$ cat config.mk
export PLATFORM = sky130hd
export DESIGN_NAME = regfile_mp_sb_flat
export DESIGN_NICKNAME = d
export VERILOG_FILES = /design/src/rtl/regfile_mp_sb_if.sv /design/src/rtl/regfile_mp_sb.sv /design/src/flat_wrapper.sv
export SDC_FILE = /design/constraint.sdc
export NUM_CORES = 1
export LEC_CHECK = 0
export BUFFER_PORTS_ARGS = -buffer_cell sky130_fd_sc_hd__buf_2
export CAP_MARGIN = 5
export CORE_ASPECT_RATIO = 1.5
export CORE_UTILIZATION = 55
export CTS_BUF_LIST = sky130_fd_sc_hd__clkbuf_4 sky130_fd_sc_hd__clkbuf_8
export CTS_CLUSTER_SIZE = 25
export DETAILED_ROUTE_END_ITERATION = 16
export MAX_ROUTING_LAYER = met4
export PLACE_DENSITY = 0.76
export SYNTH_ARGS = -nofsm -noshare
export SYNTH_HDL_FRONTEND = slang
export SYNTH_SLANG_ARGS = --single-unit
$ cat constraint.sdc
create_clock -name clk -period 15.5 [get_ports clk]
set_input_delay 1.55 -clock clk [delete_from_list [all_inputs] [get_ports clk]]
set_output_delay 1.55 -clock clk [all_outputs]
set_load 0.02 [all_outputs]
$ cat src/rtl/regfile_mp_sb_if.sv
// Register-file bus: decode-side read/claim ports, writeback-side write ports,
// and the scoreboard view returned to the pipeline.
interface regfile_mp_sb_if #(
  parameter int unsigned DATA_W = 16,
  parameter int unsigned ADDR_W = 4
) ();
  localparam int unsigned DEPTH = 1 << ADDR_W;

  logic [ADDR_W-1:0] rd_addr0;
  logic [ADDR_W-1:0] rd_addr1;
  logic [DATA_W-1:0] rd_data0;
  logic [DATA_W-1:0] rd_data1;
  logic              rd_busy0;
  logic              rd_busy1;

  logic              wr_en0;
  logic [ADDR_W-1:0] wr_addr0;
  logic [DATA_W-1:0] wr_data0;
  logic              wr_en1;
  logic [ADDR_W-1:0] wr_addr1;
  logic [DATA_W-1:0] wr_data1;

  logic              claim_en;
  logic [ADDR_W-1:0] claim_addr;
  logic [DEPTH-1:0]  busy_vec;

  modport master (
    output rd_addr0, rd_addr1, wr_en0, wr_addr0, wr_data0,
           wr_en1, wr_addr1, wr_data1, claim_en, claim_addr,
    input  rd_data0, rd_data1, rd_busy0, rd_busy1, busy_vec
  );

  modport slave (
    input  rd_addr0, rd_addr1, wr_en0, wr_addr0, wr_data0,
           wr_en1, wr_addr1, wr_data1, claim_en, claim_addr,
    output rd_data0, rd_data1, rd_busy0, rd_busy1, busy_vec
  );
endinterface

$ cat src/rtl/regfile_mp_sb.sv
// Two-read / two-write register file with per-register pending scoreboard,
// optional write-to-read bypass and optional hardwired-zero register 0.
module regfile_mp_sb #(
  parameter int unsigned DATA_W   = 16,
  parameter int unsigned ADDR_W   = 4,
  parameter int unsigned BYPASS   = 1,
  parameter int unsigned ZERO_REG = 0
) (
  input logic            clk,
  input logic            rst,
  regfile_mp_sb_if.slave bus
);
  localparam int unsigned DEPTH  = 1 << ADDR_W;
  localparam int unsigned NREAD  = 2;

  logic [DATA_W-1:0] regs     [DEPTH];
  logic [DATA_W-1:0] regs_nxt [DEPTH];
  logic [DEPTH-1:0]  busy;
  logic [DEPTH-1:0]  busy_nxt;

  logic [ADDR_W-1:0] ra     [NREAD];
  logic [DATA_W-1:0] data_c [NREAD];
  logic              busy_c [NREAD];

  // Per-register next state: port 1 overrides port 0, a claim overrides any write.
  always_comb begin
    for (int i = 0; i < DEPTH; i++) begin
      regs_nxt[i] = regs[i];
      busy_nxt[i] = busy[i];
      if (bus.wr_en0 && (bus.wr_addr0 == ADDR_W'(i))) begin
        regs_nxt[i] = bus.wr_data0;
        busy_nxt[i] = 1'b0;
      end
      if (bus.wr_en1 && (bus.wr_addr1 == ADDR_W'(i))) begin
        regs_nxt[i] = bus.wr_data1;
        busy_nxt[i] = 1'b0;
      end
      if (bus.claim_en && (bus.claim_addr == ADDR_W'(i))) begin
        busy_nxt[i] = 1'b1;
      end
      if ((ZERO_REG != 0) && (i == 0)) begin
        regs_nxt[i] = '0;
        busy_nxt[i] = 1'b0;
      end
    end
  end

  always_ff @(posedge clk or posedge rst) begin
    if (rst) begin
      for (int i = 0; i < DEPTH; i++) begin
        regs[i] <= '0;
      end
      busy <= '0;
    end else begin
      for (int i = 0; i < DEPTH; i++) begin
        regs[i] <= regs_nxt[i];
      end
      busy <= busy_nxt;
    end
  end

  assign ra[0] = bus.rd_addr0;
  assign ra[1] = bus.rd_addr1;

  // Combinational read: forwarded write data and a completing write hide the
  // pending bit unless a new producer is claiming the same register.
  always_comb begin
    for (int k = 0; k < NREAD; k++) begin
      data_c[k] = regs[ra[k]];
      busy_c[k] = busy[ra[k]];
      if (BYPASS != 0) begin
        if (bus.wr_en1 && (bus.wr_addr1 == ra[k])) begin
          data_c[k] = bus.wr_data1;
        end else if (bus.wr_en0 && (bus.wr_addr0 == ra[k])) begin
          data_c[k] = bus.wr_data0;
        end
        if (((bus.wr_en1 && (bus.wr_addr1 == ra[k])) ||
             (bus.wr_en0 && (bus.wr_addr0 == ra[k]))) &&
            !(bus.claim_en && (bus.claim_addr == ra[k]))) begin
          busy_c[k] = 1'b0;
        end
      end
      if ((ZERO_REG != 0) && (ra[k] == '0)) begin
        data_c[k] = '0;
        busy_c[k] = 1'b0;
      end
    end
  end

  assign bus.rd_data0 = data_c[0];
  assign bus.rd_data1 = data_c[1];
  assign bus.rd_busy0 = busy_c[0];
  assign bus.rd_busy1 = busy_c[1];
  assign bus.busy_vec = busy;

endmodule

$ cat src/flat_wrapper.sv
// flat-port wrapper written by rule: the top's interface ports become plain ports
module regfile_mp_sb_flat 
#(
  parameter int unsigned DATA_W   = 16,
  parameter int unsigned ADDR_W   = 4,
  parameter int unsigned BYPASS   = 1,
  parameter int unsigned ZERO_REG = 0
)
  (clk, rst, bus_rd_addr0, bus_rd_addr1, bus_wr_en0, bus_wr_addr0, bus_wr_data0, bus_wr_en1, bus_wr_addr1, bus_wr_data1, bus_claim_en, bus_claim_addr, bus_rd_data0, bus_rd_data1, bus_rd_busy0, bus_rd_busy1, bus_busy_vec);
  regfile_mp_sb_if #(.DATA_W(DATA_W), .ADDR_W(ADDR_W)) bus_i ();
  input logic clk;
  input logic rst;
  input wire logic [$bits(bus_i.rd_addr0)-1:0] bus_rd_addr0;
  input wire logic [$bits(bus_i.rd_addr1)-1:0] bus_rd_addr1;
  input wire logic [$bits(bus_i.wr_en0)-1:0] bus_wr_en0;
  input wire logic [$bits(bus_i.wr_addr0)-1:0] bus_wr_addr0;
  input wire logic [$bits(bus_i.wr_data0)-1:0] bus_wr_data0;
  input wire logic [$bits(bus_i.wr_en1)-1:0] bus_wr_en1;
  input wire logic [$bits(bus_i.wr_addr1)-1:0] bus_wr_addr1;
  input wire logic [$bits(bus_i.wr_data1)-1:0] bus_wr_data1;
  input wire logic [$bits(bus_i.claim_en)-1:0] bus_claim_en;
  input wire logic [$bits(bus_i.claim_addr)-1:0] bus_claim_addr;
  output wire logic [$bits(bus_i.rd_data0)-1:0] bus_rd_data0;
  output wire logic [$bits(bus_i.rd_data1)-1:0] bus_rd_data1;
  output wire logic [$bits(bus_i.rd_busy0)-1:0] bus_rd_busy0;
  output wire logic [$bits(bus_i.rd_busy1)-1:0] bus_rd_busy1;
  output wire logic [$bits(bus_i.busy_vec)-1:0] bus_busy_vec;
  assign bus_i.rd_addr0 = bus_rd_addr0;
  assign bus_i.rd_addr1 = bus_rd_addr1;
  assign bus_i.wr_en0 = bus_wr_en0;
  assign bus_i.wr_addr0 = bus_wr_addr0;
  assign bus_i.wr_data0 = bus_wr_data0;
  assign bus_i.wr_en1 = bus_wr_en1;
  assign bus_i.wr_addr1 = bus_wr_addr1;
  assign bus_i.wr_data1 = bus_wr_data1;
  assign bus_i.claim_en = bus_claim_en;
  assign bus_i.claim_addr = bus_claim_addr;
  assign bus_rd_data0 = bus_i.rd_data0;
  assign bus_rd_data1 = bus_i.rd_data1;
  assign bus_rd_busy0 = bus_i.rd_busy0;
  assign bus_rd_busy1 = bus_i.rd_busy1;
  assign bus_busy_vec = bus_i.busy_vec;
  regfile_mp_sb #(.DATA_W(DATA_W), .ADDR_W(ADDR_W), .BYPASS(BYPASS), .ZERO_REG(ZERO_REG)) u_core (.clk(clk), .rst(rst), .bus(bus_i));
endmodule
==> results.cfg <==
[status]
status = complete, no violations

[clocking]
cts_sinks = 272
tritoncts = yes
cts_made_buffers = 44
cts_clock_pin_slew_for_the_worst_setup_and_hold_paths_ps = 60
worst_skew_pair.late_latency_ps = 590
cts_root_buf = sky130_fd_sc_hd__clkbuf_8
htree_levels = 2
clock_path_buffers = 3
post_cts_buffers = 0
cts_hold_repair.buffers = 0
cts_repair_resize_count = 0

[run]
maximum_capacitance_violations = 0

[floorplanning]
num_rows = 81
start_util = 0.557
die_height_um = 224
die_area_mm2 = 0.0337
io_pins = 107
core-area_mm2 = 0.0325
die_x_extent_um = 150

[timing]
finalSetupViolCount = 0
final.setup_skew_ps = 0
tns_ps = 0
fmaxAchievable_mhz = 152
timing.max_slew.rel_slack = 0.303
number_of_slew_limit_violations_in_the_final_report = 0
fin_crit_sh = 0.424
unrepaired_setup_endpoints_after_global_routing = no
timing.final.hold_violations = 0
finalHoldWorstSlack_ps = 560
tightest_slew_ps = 1050
finalWorstPathRequiredPeriod_ps = 6570

[yosys]
post_synth_mux_area_share = 0.329
synth-simple-area-share = 0.112
synth_top_cell_area_share = 0.376
synthesis.area_mm2 = 0.0181
synth_top_family_by_area = multiplexers
syn_avg_cell_area_um2 = 10.1
synth.ff_latch_count = 272
synth-edff-count = 0
synth_adder_area_share = 0
synth.net_count = 1852
synthesis_warnings = 0
yosysTopAreaCell = sky130_fd_sc_hd__dfrtp_1
synth_unique_cells = 44
async_flop_share = 1.00
synth.yosys.seq_area_share = 0.376
synth-xor-area-share = 0.0116
syn-instance-count = 1795
yosys_most_used_dff = sky130_fd_sc_hd__dfrtp_1
ys_top_cells_by_area = sky130_fd_sc_hd__dfrtp_1 (38%), sky130_fd_sc_hd__mux2i_1 (16%), sky130_fd_sc_hd__mux4_2 (13%)
synth_compound_area_frac = 0.117

[detailed_routing]
avgViaCountPerCell = 6.74
wire_per_inst_um = 26.3
drc = 0
ant_nets = 0
dr.first_iter.drc_count = 1742
drt_pre_antenna_iters = 5
drt-total-wl_um = 58700
routed-via-count = 15000

[cells_and_area]
area.growth.synth_to_final_pct = 7.83
final_layout_size_suffix_gt1_frac = 0.245
final_net_count = 1837

[power_and_ir_drop]
power.total_uw = 2450
max-vdd-ir-drop_v = 0.0000648
power.density_mw_per_mm2 = 126
static-leakage-power_uw = 0.00828

[setup_path]
critical_path_buf_inv_count = 3
critPathSlowestCell = sky130_fd_sc_hd__nand2_1
cp_num_cells = 7
worstPathArrival_ps = 5020
critical_path.most_common_cell = sky130_fd_sc_hd__buf_2
dominant_delay_contributor_by_cell_family_on_the_critical_path = simple AND/OR/NAND/NOR gates
r2r_start = u_core.bus.busy_vec[8]$_DFFE_PP0P_
crit_path_cell_trace = buf_2 > buf_4 > xor2_1 > nor4_4 > nand2_1 > o221a_2 > buf_2
setup.worst_path.class = input pin to output pin
reg2reg_depth = 1
worstSetupStartpointType = input pin
critical-path-max-stage-delay_ps = 790
crit_path_end_kind = output pin
crit_start = bus_rd_addr0[0]
timing.critical_path.fanout_max = 29
worstPathRequired_ps = 13950

[hold_path]
holdCritPathClass = register to register
worstHoldPathCells = 2
hp_start = u_core.regs[224]$_DFFE_PP0P_

[global_route]
grt_pass1_wl_um = 89700
grt_antenna_before_repair = 1
grt_overflow = 0
grt_max_degree = 138
global_route.usage.total = 0.368
grt_pass1_vias = 15300

[placement]
finalWeightedCongestion = 0.989
dpl.hpwl_um = 37100
portBuffers = 106
## state kept, by name, indices dropped and copies added, names as in the netlist
signal,cells
u_core.bus.busy_vec,16
u_core.regs,256
## metal layers
layer | GRT usage | vias up | wire length (µm)
met3 | 0.0696 | 282 | 5330
met4 | 0.222 | 0 | 3560
li1 | - | 6478 | -
met1 | 0.441 | 7361 | 21300
met5 | - | - | 0
met2 | 0.576 | 922 | 28500
## power breakdown
group / total (µW) / leakage (µW) / internal, µW / switching (µW)
Combinational: 727 / 0.00457 / 368 / 358
Sequential: 1050 / 0.00320 / 891 / 154
Clock: 682 / 0.000508 / 372 / 310
Total: 2450 / 0.00828 / 1630 / 823
## worst paths after layout
kind | endpoint | slack [ps]
setup / recovery | bus_rd_data0[6] | 8930
hold reg to reg | u_core.regs[224]$_DFFE_PP0P_ | 560
setup reg to reg | u_core.bus.busy_vec[8]$_DFFE_PP0P_ | 14670
min in group asynchronous | u_core.regs[204]$_DFFE_PP0P_ | 1150
max in group asynchronous | u_core.regs[36]$_DFFE_PP0P_ | 11940
hold / removal | u_core.regs[224]$_DFFE_PP0P_ | 560
## cell usage in the layout, fill, tap and decap left out, types with 8 or more instances in the layout
| cell type | synthesis | final |
|---|---|---|
| sky130_fd_sc_hd__o221a_2 | 32 | 32 |
| sky130_fd_sc_hd__o21ai_0 | 123 | 123 |
| sky130_fd_sc_hd__nor2_1 | 243 | 243 |
| sky130_fd_sc_hd__clkinv_2 | 0 | 9 |
| sky130_fd_sc_hd__mux4_2 | 104 | 104 |
| sky130_fd_sc_hd__o22ai_1 | 31 | 31 |
| sky130_fd_sc_hd__a21oi_1 | 176 | 176 |
| sky130_fd_sc_hd__buf_2 | 43 | 102 |
| sky130_fd_sc_hd__or4_1 | 32 | 32 |
| sky130_fd_sc_hd__buf_4 | 2 | 47 |
| sky130_fd_sc_hd__nand3_1 | 11 | 11 |
| sky130_fd_sc_hd__nor2b_1 | 9 | 8 |
| sky130_fd_sc_hd__clkbuf_8 | 0 | 56 |
| sky130_fd_sc_hd__mux2_2 | 62 | 62 |
| sky130_fd_sc_hd__xor2_1 | 16 | 16 |
| sky130_fd_sc_hd__xnor2_1 | 8 | 8 |
| sky130_fd_sc_hd__nand2_1 | 117 | 117 |
| sky130_fd_sc_hd__nor2_2 | 9 | 9 |
| sky130_fd_sc_hd__mux2i_1 | 287 | 287 |
| sky130_fd_sc_hd__clkbuf_4 | 0 | 12 |
| sky130_fd_sc_hd__dfrtp_1 | 272 | 272 |
## cells in the mapped netlist, types with 3 or more instances
cell / count
sky130_fd_sc_hd__dfrtp_1: 272
sky130_fd_sc_hd__nor2b_1: 9
sky130_fd_sc_hd__nand2_1: 117
sky130_fd_sc_hd__o21ai_0: 123
sky130_fd_sc_hd__nand3_1: 11
sky130_fd_sc_hd__buf_1: 42
sky130_fd_sc_hd__buf_6: 7
sky130_fd_sc_hd__mux2_2: 62
sky130_fd_sc_hd__nor3b_1: 4
sky130_fd_sc_hd__nor3_1: 3
sky130_fd_sc_hd__xor2_1: 16
sky130_fd_sc_hd__or4_1: 32
sky130_fd_sc_hd__mux2i_1: 287
sky130_fd_sc_hd__nor2_1: 243
sky130_fd_sc_hd__mux4_2: 104
sky130_fd_sc_hd__and2_1: 6
sky130_fd_sc_hd__xnor2_1: 8
sky130_fd_sc_hd__a32o_1: 5
sky130_fd_sc_hd__nand2b_1: 7
sky130_fd_sc_hd__clkbuf_1: 111
sky130_fd_sc_hd__o221a_2: 32
sky130_fd_sc_hd__a21oi_1: 176
sky130_fd_sc_hd__inv_1: 5
sky130_fd_sc_hd__o22ai_1: 31
sky130_fd_sc_hd__nor2_2: 9
sky130_fd_sc_hd__buf_2: 43
## layout make-up
cell class	count	area [µm²]
fill	2662	13000
multi-input combinational	1307	10300
sequential	272	6810
timing repair buffer	149	863
clock buffer	68	861
tap	415	519
clock inverter	13	97.6
inverter	6	30.0
antenna	3	7.51
## cells by family after synthesis
kind of cell           Yosys count
AND/OR/NAND/NOR                458
multiplexers                   455
AO/OA/AOI/OAI                  370
flip-flops                     272
buffers and inverters          216
XOR/XNOR                        24
## metrics by stage
stage               instances  utilization  area (µm²)  worst slack [ps]
floorplan                1795            -       18100              6450
global placement         2149        0.571       18600              9150
detailed placement       2149        0.571       18600              9080
CTS                      2230        0.600       19500              9080
global route             2231        0.600       19500              8850
finish                   2233        0.600       19500              8930
No activity file was read; power rests on OpenSTA's default activity.
